### src/rtl/count_mon_pkg.sv
// rtl/count_mon_pkg.sv - shared types for the count wrap monitor
package count_mon_pkg;

    typedef enum logic [1:0] {
        STEP_HOLD,
        STEP_UP,
        STEP_DOWN,
        STEP_JUMP
    } step_e;

    typedef enum logic {
        UNPRIMED,
        TRACK
    } mon_state_e;

endpackage

### src/rtl/count_wrap_monitor_if.sv
// rtl/count_wrap_monitor_if.sv - sample/threshold/status bundle of the count wrap monitor
interface count_wrap_monitor_if #(
    parameter int WIDTH     = 4,
    parameter int EXT_WIDTH = 4
);
    logic                       sample_en;
    logic [WIDTH-1:0]           count_in;
    logic [WIDTH+EXT_WIDTH-1:0] thresh;
    logic                       irq_clr;
    logic [WIDTH+EXT_WIDTH-1:0] ext_count;
    logic                       wrap_up;
    logic                       wrap_down;
    logic                       jump;
    logic                       over_thresh;
    logic                       irq;

    modport master (
        output sample_en, count_in, thresh, irq_clr,
        input  ext_count, wrap_up, wrap_down, jump, over_thresh, irq
    );

    modport slave (
        input  sample_en, count_in, thresh, irq_clr,
        output ext_count, wrap_up, wrap_down, jump, over_thresh, irq
    );
endinterface

### src/rtl/count_step_classify.sv
// rtl/count_step_classify.sv - classifies one counter step as hold, +1, -1 or jump
module count_step_classify
    import count_mon_pkg::*;
#(
    parameter int WIDTH = 4
) (
    input  logic [WIDTH-1:0] prev,
    input  logic [WIDTH-1:0] cur,
    output step_e            step,
    output logic             is_wrap_up,
    output logic             is_wrap_down
);
    localparam logic [WIDTH-1:0] ONE = WIDTH'(1);
    localparam logic [WIDTH-1:0] MAX = '1;

    logic [WIDTH-1:0] prev_inc;
    logic [WIDTH-1:0] prev_dec;

    assign prev_inc = prev + ONE;
    assign prev_dec = prev - ONE;

    always_comb begin
        step         = STEP_HOLD;
        is_wrap_up   = 1'b0;
        is_wrap_down = 1'b0;
        if (cur == prev) begin
            step = STEP_HOLD;
        end else if (cur == prev_inc) begin
            step       = STEP_UP;
            is_wrap_up = (prev == MAX);
        end else if (cur == prev_dec) begin
            step         = STEP_DOWN;
            is_wrap_down = (prev == '0);
        end else begin
            step = STEP_JUMP;
        end
    end
endmodule

### src/rtl/count_wrap_monitor.sv
// rtl/count_wrap_monitor.sv - extends a small up/down counter with a wrap word and threshold irq
module count_wrap_monitor
    import count_mon_pkg::*;
#(
    parameter int WIDTH     = 4,
    parameter int EXT_WIDTH = 4
) (
    input  logic                 clk,
    input  logic                 rst,
    count_wrap_monitor_if.slave  mon
);
    localparam logic [EXT_WIDTH-1:0] HI_ONE = EXT_WIDTH'(1);

    mon_state_e           state_q, state_d;
    logic [WIDTH-1:0]     last_low_q, last_low_d;
    logic [EXT_WIDTH-1:0] hi_q, hi_d;
    logic                 wrap_up_q, wrap_up_d;
    logic                 wrap_down_q, wrap_down_d;
    logic                 jump_q, jump_d;
    logic                 over_q, over_d;
    logic                 over_prev_q, over_prev_d;
    logic                 irq_q, irq_d;

    step_e step;
    logic  is_wrap_up;
    logic  is_wrap_down;

    count_step_classify #(.WIDTH(WIDTH)) u_classify (
        .prev         (last_low_q),
        .cur          (mon.count_in),
        .step         (step),
        .is_wrap_up   (is_wrap_up),
        .is_wrap_down (is_wrap_down)
    );

    always_comb begin
        state_d     = state_q;
        last_low_d  = last_low_q;
        hi_d        = hi_q;
        wrap_up_d   = 1'b0;
        wrap_down_d = 1'b0;
        jump_d      = 1'b0;
        if (mon.sample_en) begin
            last_low_d = mon.count_in;
            if (state_q == UNPRIMED) begin
                state_d = TRACK;
            end else begin
                case (step)
                    STEP_UP: if (is_wrap_up) begin
                        hi_d      = hi_q + HI_ONE;
                        wrap_up_d = 1'b1;
                    end
                    STEP_DOWN: if (is_wrap_down) begin
                        hi_d        = hi_q - HI_ONE;
                        wrap_down_d = 1'b1;
                    end
                    STEP_JUMP: jump_d = 1'b1;
                    default:   ;
                endcase
            end
        end
        // Compare the value ext_count is about to take so over_thresh lines up with it.
        over_d      = ({hi_d, last_low_d} >= mon.thresh);
        over_prev_d = over_q;
        irq_d       = (over_q & ~over_prev_q) | (irq_q & ~mon.irq_clr);
    end

    always_ff @(posedge clk or posedge rst) begin
        if (rst) begin
            state_q     <= UNPRIMED;
            last_low_q  <= '0;
            hi_q        <= '0;
            wrap_up_q   <= 1'b0;
            wrap_down_q <= 1'b0;
            jump_q      <= 1'b0;
            over_q      <= 1'b0;
            over_prev_q <= 1'b0;
            irq_q       <= 1'b0;
        end else begin
            state_q     <= state_d;
            last_low_q  <= last_low_d;
            hi_q        <= hi_d;
            wrap_up_q   <= wrap_up_d;
            wrap_down_q <= wrap_down_d;
            jump_q      <= jump_d;
            over_q      <= over_d;
            over_prev_q <= over_prev_d;
            irq_q       <= irq_d;
        end
    end

    assign mon.ext_count   = {hi_q, last_low_q};
    assign mon.wrap_up     = wrap_up_q;
    assign mon.wrap_down   = wrap_down_q;
    assign mon.jump        = jump_q;
    assign mon.over_thresh = over_q;
    assign mon.irq         = irq_q;
endmodule

### src/flat_wrapper.sv
// flat-port wrapper written by rule: the top's interface ports become plain ports
module count_wrap_monitor_flat import count_mon_pkg::*;
#(
    parameter int WIDTH     = 4,
    parameter int EXT_WIDTH = 4
)
  (clk, rst, mon_sample_en, mon_count_in, mon_thresh, mon_irq_clr, mon_ext_count, mon_wrap_up, mon_wrap_down, mon_jump, mon_over_thresh, mon_irq);
  count_wrap_monitor_if #(.WIDTH(WIDTH), .EXT_WIDTH(EXT_WIDTH)) mon_i ();
  input  logic clk;
  input  logic rst;
  input wire logic [$bits(mon_i.sample_en)-1:0] mon_sample_en;
  input wire logic [$bits(mon_i.count_in)-1:0] mon_count_in;
  input wire logic [$bits(mon_i.thresh)-1:0] mon_thresh;
  input wire logic [$bits(mon_i.irq_clr)-1:0] mon_irq_clr;
  output wire logic [$bits(mon_i.ext_count)-1:0] mon_ext_count;
  output wire logic [$bits(mon_i.wrap_up)-1:0] mon_wrap_up;
  output wire logic [$bits(mon_i.wrap_down)-1:0] mon_wrap_down;
  output wire logic [$bits(mon_i.jump)-1:0] mon_jump;
  output wire logic [$bits(mon_i.over_thresh)-1:0] mon_over_thresh;
  output wire logic [$bits(mon_i.irq)-1:0] mon_irq;
  assign mon_i.sample_en = mon_sample_en;
  assign mon_i.count_in = mon_count_in;
  assign mon_i.thresh = mon_thresh;
  assign mon_i.irq_clr = mon_irq_clr;
  assign mon_ext_count = mon_i.ext_count;
  assign mon_wrap_up = mon_i.wrap_up;
  assign mon_wrap_down = mon_i.wrap_down;
  assign mon_jump = mon_i.jump;
  assign mon_over_thresh = mon_i.over_thresh;
  assign mon_irq = mon_i.irq;
  count_wrap_monitor #(.WIDTH(WIDTH), .EXT_WIDTH(EXT_WIDTH)) u_core (.clk(clk), .rst(rst), .mon(mon_i));
endmodule
### config.mk
export PLATFORM = sky130hd
export DESIGN_NAME = count_wrap_monitor_flat
export DESIGN_NICKNAME = d
export VERILOG_FILES = /design/src/rtl/count_mon_pkg.sv /design/src/rtl/count_wrap_monitor_if.sv /design/src/rtl/count_step_classify.sv /design/src/rtl/count_wrap_monitor.sv /design/src/flat_wrapper.sv
export SDC_FILE = /design/constraint.sdc
export NUM_CORES = 1
export LEC_CHECK = 0
export ABC_CLOCK_PERIOD_IN_PS = 4050
export CORE_ASPECT_RATIO = 0.8
export CORE_MARGIN = 5
export CORE_UTILIZATION = 40
export CTS_CLUSTER_SIZE = 20
export DETAILED_ROUTE_END_ITERATION = 8
export DONT_BUFFER_PORTS = 1
export GPL_TIMING_DRIVEN = 1
export PLACE_DENSITY = 0.52
export SKIP_LAST_GASP = 1
export SLEW_MARGIN = 20
export SYNTH_ARGS = -nofsm -noshare
export SYNTH_HDL_FRONTEND = slang
export SYNTH_HIERARCHICAL = 1
export SYNTH_SLANG_ARGS = --single-unit
### constraint.sdc
create_clock -name clk -period 4.05 [get_ports clk]
set_input_delay 0.81 -clock clk [delete_from_list [all_inputs] [get_ports clk]]
set_output_delay 0.81 -clock clk [all_outputs]
set_load 0.01 [all_outputs]
### Word level (Yosys, flattened, before mapping)

Index checks and enable logic that the tools add are counted.

* add/sub/neg operators: 4
* $lt $le $gt $ge: 1
* eq/ne operators: 7
* muxes and demuxes: 25
* bitwise operators: 5
* reductions and logical operators: 1

Operators with widths (number)
* 2-to-1 mux 4 bit: 5
* 2-to-1 mux 1 bit: 17
* == test 4 bit: 3
* adder 4 x 1 -> 4 bit (second input constant): 2
* greater-or-equal comparator 8 bit: 1
* case mux 4 bit (2 select lines): 1
* subtractor 4 x 1 -> 4 bit (second input constant): 2
* == test 2 bit (second input constant): 2
* == test 4 bit (second input constant): 1
* zero test 4 bit: 1
* 2-to-1 mux 2 bit: 2
* bitwise AND 1 bit: 2
* == test 2 x 1 -> 1 bit (second input constant): 1
* NOT 1 bit: 2
* bitwise OR 1 bit: 1

* register bits after elaboration: 15
* input port bits: 16
* output and inout port bits: 13
* word-level logic and storage cells: 52

### Logic depth before layout (Yosys ltp)

* depth after elaboration: 10
* depth in mapped cells: 16
* mapped depth without buffers: 16

### Cells and area by module

Netlist, hierarchy kept.

By module, submodules not included
* count_wrap_monitor: times used 1, cells an instance 94, area each 919.6 µm², sequential area each 375.4 µm²
* count_step_classify: times used 1, cells an instance 29, area each 299.0 µm², sequential area each 0.0 µm²

### Least setup slack after synthesis

Ideal clock, no wire load.

* path type: input to register
* start: input port mon_count_in[2]
* end: register u_core.over_q, in the netlist u_core/mon.over_thresh
* library setup time: 0.132 ns
* arrival time: 3.042 ns
* required time: 3.918 ns
* slack: 0.875 ns
* stages on the path: 13
* path buffers: 0
* cell sequence: xnor3_1 > and3_1 > a21oi_1 > ha_1 > nand3b_4 > nor3_1 > a21oi_1 > o211ai_1 > ha_1 > nand2_1 > nor2_1 > a211oi_1 > o31ai_1

* elaborated cells on any way between the ends: 20
* those cells by class: order compare (1); eq/ne (5); mux (14)

RTL lines
* start: declaration: RTL line flat_wrapper.sv:12 `input wire logic [$bits(mon_i.count_in)-1:0] mon_count_in;`
* == test 4 bit: RTL line count_step_classify.sv:28 `end else if (cur == prev_inc) begin`
* 2-to-1 mux 2 bit: RTL line count_step_classify.sv:28
* 2-to-1 mux 2 bit *: RTL line count_step_classify.sv:26 `if (cur == prev) begin`
* net u_core.step[1]: RTL line count_wrap_monitor.sv:24 `step_e step;`
* == test 2 bit / == test 2 x 1 -> 1 bit (equally long branches): RTL line count_wrap_monitor.sv:48 `case (step)`
* case mux 4 bit (2 select lines) *: RTL line count_wrap_monitor.sv:48
* 2-to-1 mux 4 bit *: RTL line count_wrap_monitor.sv:45 `if (state_q == UNPRIMED) begin`
* 2-to-1 mux 4 bit *: RTL line count_wrap_monitor.sv:43 `if (mon.sample_en) begin`
* net u_core.hi_d[2]: RTL line count_wrap_monitor.sv:16 `logic [EXT_WIDTH-1:0] hi_q, hi_d;`
* greater-or-equal comparator 8 bit *: RTL line count_wrap_monitor.sv:63 `over_d = ({hi_d, last_low_d} >= mon.thresh);`
* net u_core.over_d: RTL line count_wrap_monitor.sv:20 `logic over_q, over_d;`
* end signal: assignment: RTL line count_wrap_monitor.sv:86 `over_q <= over_d;`
* end: declaration: RTL line count_wrap_monitor.sv:20

The timed path passes the listed nets; every way through them passes the cells marked *.
A chain may end at the register's enable or synchronous reset.

### Final worst setup path

* start: register u_core.last_low_q[0]
* end: register u_core.over_q, in the netlist u_core/mon.over_thresh

* longest elaborated chain between the ends: 10
* elaborated cells on any way between the ends: 24
* those cells by class: add/sub (2); order compare (1); eq/ne (6); mux (14); reduce/logical (1)

Ends and longest elaborated chain
* start: declaration: RTL line count_wrap_monitor.sv:15 `logic [WIDTH-1:0] last_low_q, last_low_d;`
* start signal: assignment: RTL line count_wrap_monitor.sv:81 `last_low_q <= last_low_d;`
* subtractor 4 x 1 -> 4 bit: RTL line count_step_classify.sv:20 `assign prev_dec = prev - ONE;`
* == test 4 bit: RTL line count_step_classify.sv:31 `end else if (cur == prev_dec) begin`
* 2-to-1 mux 1 bit: RTL line count_step_classify.sv:31
* 2-to-1 mux 2 bit: RTL line count_step_classify.sv:28
* 2-to-1 mux 2 bit *: RTL line count_step_classify.sv:26
* net u_core.step[0]: RTL line count_wrap_monitor.sv:24
* == test 2 bit / == test 2 x 1 -> 1 bit (equally long branches): RTL line count_wrap_monitor.sv:48
* case mux 4 bit (2 select lines) *: RTL line count_wrap_monitor.sv:48
* 2-to-1 mux 4 bit *: RTL line count_wrap_monitor.sv:45
* 2-to-1 mux 4 bit *: RTL line count_wrap_monitor.sv:43
* net u_core.hi_d[2]: RTL line count_wrap_monitor.sv:16
* greater-or-equal comparator 8 bit *: RTL line count_wrap_monitor.sv:63
* net u_core.over_d: RTL line count_wrap_monitor.sv:20

Marks and branches as above.

==> results.cfg <==
[cells_and_area]
fillCellCount = 293
area_growth_syn_to_layout_pct = 6.47
post_route_cells_drive_above_1_share = 0.144
stdcell_area_mm2 = 0.00130
final-seq-area_um2 = 375
antennaDiodeCount = 0
layout_net_count = 158
area_occupied_by_multi_input_gates_um2 = 757

[timing]
setup_tns_ns = 0
post-route-min-period_ns = 3.63
drv_slew = 0
clock_skew_ns = 0.00414
timing.max_slew.rel_slack = 0.607
setup_viol = 0
timing.final.crit_share = 0.897
fmax_mhz = 275
max_slew.worst_pin.slew_ns = 0.588
grt_setup_unrepaired = false
timing_hold_violations_final = 0

[synth]
synth_cell_type_count = 36
async_reset_ff_frac = 1.00
synth.cell_area_mm2 = 0.00122
synth_enable_flop_cells = 0
yosysWarnings = 6
postSynth.topFlopCell = dfrtp_1
synth_area_leaders = dfrtp_1 31%, ha_1 16%, inv_1 5.9%
post_synth.cell_area_avg_um2 = 9.91
synthTopCellsByCount = 19 x inv_1, 16 x ha_1, 15 x dfrtp_1, 9 x nand2_1
synth_seq_cells = 15
synth-seq-area-share = 0.308
postSynthNetCount = 155
postSynthCellCount = 123
synth_top_area_frac = 0.308
synth.most_common_cell = inv_1
synth.largest_area_cell = dfrtp_1

[die]
floorplan.die_area_mm2 = 0.00426
boundaryPins = 29
core_region_area_mm2 = 0.00285
die_height_um = 59.4
die_w_um = 71.7
num_rows = 17
initial_core_util = 0.428

[clocking]
tritoncts = built
tritoncts.num_buffers = 3
cts_buffer_depth = 2
clk_sinks = 15
cts_root_buffer = clkbuf_8
htree_levels = 1
post_cts_resized = 0
clk-insertion-delay-late_ns = 0.24
clkSlewWorstSetupHoldPaths_ns = 0.06
cts_hold_repair.buffers = 0
post-cts-setup-buffer-count = 0

[global_route]
grt_pass1_wl_um = 4090
globalRoute.totalOverflow = 0
grtUsageTotal = 0.123
first_global_vias = 830
grt_start_max_net_pins = 16
grt_antenna_before_repair = 0

[route]
drt_pre_antenna_iters = 4
detail_route.iter0.violations = 7
via_per_inst = 5.27
wl_per_cell_um = 14.4
drc = 0
postRouteAntennaNets = 0
vias = 859
wl_um = 2350

[run_status]
run_status = completed

[place]
io_buffer_count = 0
gpl.final_weighted_congestion = 0.782
placed_cell_area_mm2 = 0.00125
hpwlAfterDp_um = 2000

[worst_setup_path]
r2r_cells = 16
timing.critical_path.required_ns = 4.16
critical_path.startpoint = u_core/last_low_q[0]
critical_path_arrival_ns = 3.74
timing_worst_setup_path_type = flop to flop
critical_path.startpoint_type = flop
setup.reg_to_reg.worst_slack_ns = 0.42
rr_endpoint = u_core/mon.over_thresh
worst-path-max-fanout = 9
worst_setup_path_endpoint = u_core/mon.over_thresh
r2r_start = u_core/last_low_q[0]
endpoint_kind = flop

[power_and_ir_drop]
p_leak_nw = 0.604
report.power.total_w = 0.000452
power.density_cell_area_mw_per_mm2 = 348
max-vdd-ir-drop_v = 0.000120

[hold_path]
hold_path.startpoint = u_core/over_prev_q
min-delay-path-class = flop to flop

[flow_run]
drv.max_cap_violation_count = 0
area by class of cell:
type,instances,share of cell area
Tap cell,38,0.0366
Sequential cell,15,0.289
Inverter,19,0.0550
Clock inverter,1,0.00386
Multi-Input combinational cell,87,0.583
Clock buffer,3,0.0318
state kept, by name, indices dropped and copies added (netlist names):
name                    flops
u_core/mon.over_thresh      1
u_core/over_prev_q          1
u_core/hi_q                 4
u_core/mon.wrap_down        1
u_core/state_q              1
u_core/mon.irq              1
u_core/last_low_q           4
u_core/mon.wrap_up          1
u_core/mon.jump             1
report_power, final:
group          leakage, nW  switching (W)  internal, W
Sequential           0.193      0.0000339     0.000172
Clock               0.0255      0.0000490    0.0000680
Combinational        0.386      0.0000679    0.0000612
Total                0.604       0.000151     0.000301
cells in the final DEF (no fill, tap or decap), types with 2 or more instances in the layout:
master / instances
a21oi_1: 8
and3_1: 2
clkbuf_8: 3
dfrtp_1: 15
ha_1: 16
inv_1: 19
mux2_2: 3
nand2_1: 9
nand3_1: 3
nand4_1: 2
nor2_1: 8
nor3_1: 4
nor3_2: 2
o22ai_1: 3
xnor2_1: 3
xor2_1: 3
xor2_2: 2
worst min path at each step:
stage | cells after the start | end | slack (ns)
finish | 1 | u_core/mon.irq | 0.44
global route | 1 | u_core/mon.irq | 0.47
CTS | 1 | u_core/mon.irq | 0.45
detailed placement | 1 | u_core/mon.irq | 0.44
global placement | 1 | u_core/mon.irq | 0.42
floorplan | 1 | u_core/mon.irq | 0.41
through the flow:
step | util | worst slack (ns) | std cells | hold slack, ns
floorplan | - | 0.875 | 123 | 0.409
global placement | 0.439 | 0.537 | 159 | 0.416
detailed placement | 0.439 | 0.412 | 159 | 0.442
CTS | 0.455 | 0.390 | 163 | 0.451
global route | 0.455 | 0.0268 | 163 | 0.472
finish | 0.455 | 0.418 | 163 | 0.438
worst max-delay path, cell delays in order, from the launching register on:
cell,delay [ns]
dfrtp_1,0.57
inv_1,0.11
ha_1,0.32
xnor2_1,0.27
nor3_2,0.09
a21oi_1,0.28
inv_1,0.08
ha_1,0.30
nand3b_4,0.22
nor3_1,0.20
a21oi_1,0.06
o211ai_1,0.28
ha_1,0.31
nand2_1,0.07
nor2_1,0.04
a211oi_1,0.18
o31ai_1,0.12
cells by family (layout without fill, tap and decap cells):
| kind of cell | Yosys count | after routing | share of synthesized area |
|---|---|---|---|
| AOI/OAI and AO/OA | 19 | 19 | 0.102 |
| xor gates and xnor gates | 10 | 10 | 0.108 |
| adders and majority gates | 16 | 16 | 0.164 |
| buffers and inverters | 21 | 23 | 0.0708 |
| DFF | 15 | 15 | 0.308 |
| muxes | 4 | 4 | 0.0359 |
| and+or+nand+nor | 38 | 38 | 0.211 |
routing by layer:
layer  vias up  wire [um]  GRT usage
met5         -          0          0
li1        428          -          -
met1       404       1130      0.165
met3         2        130     0.0339
met2        25       1070      0.191
met4         0         25     0.0402
No activity file was read; power rests on OpenSTA's default activity.
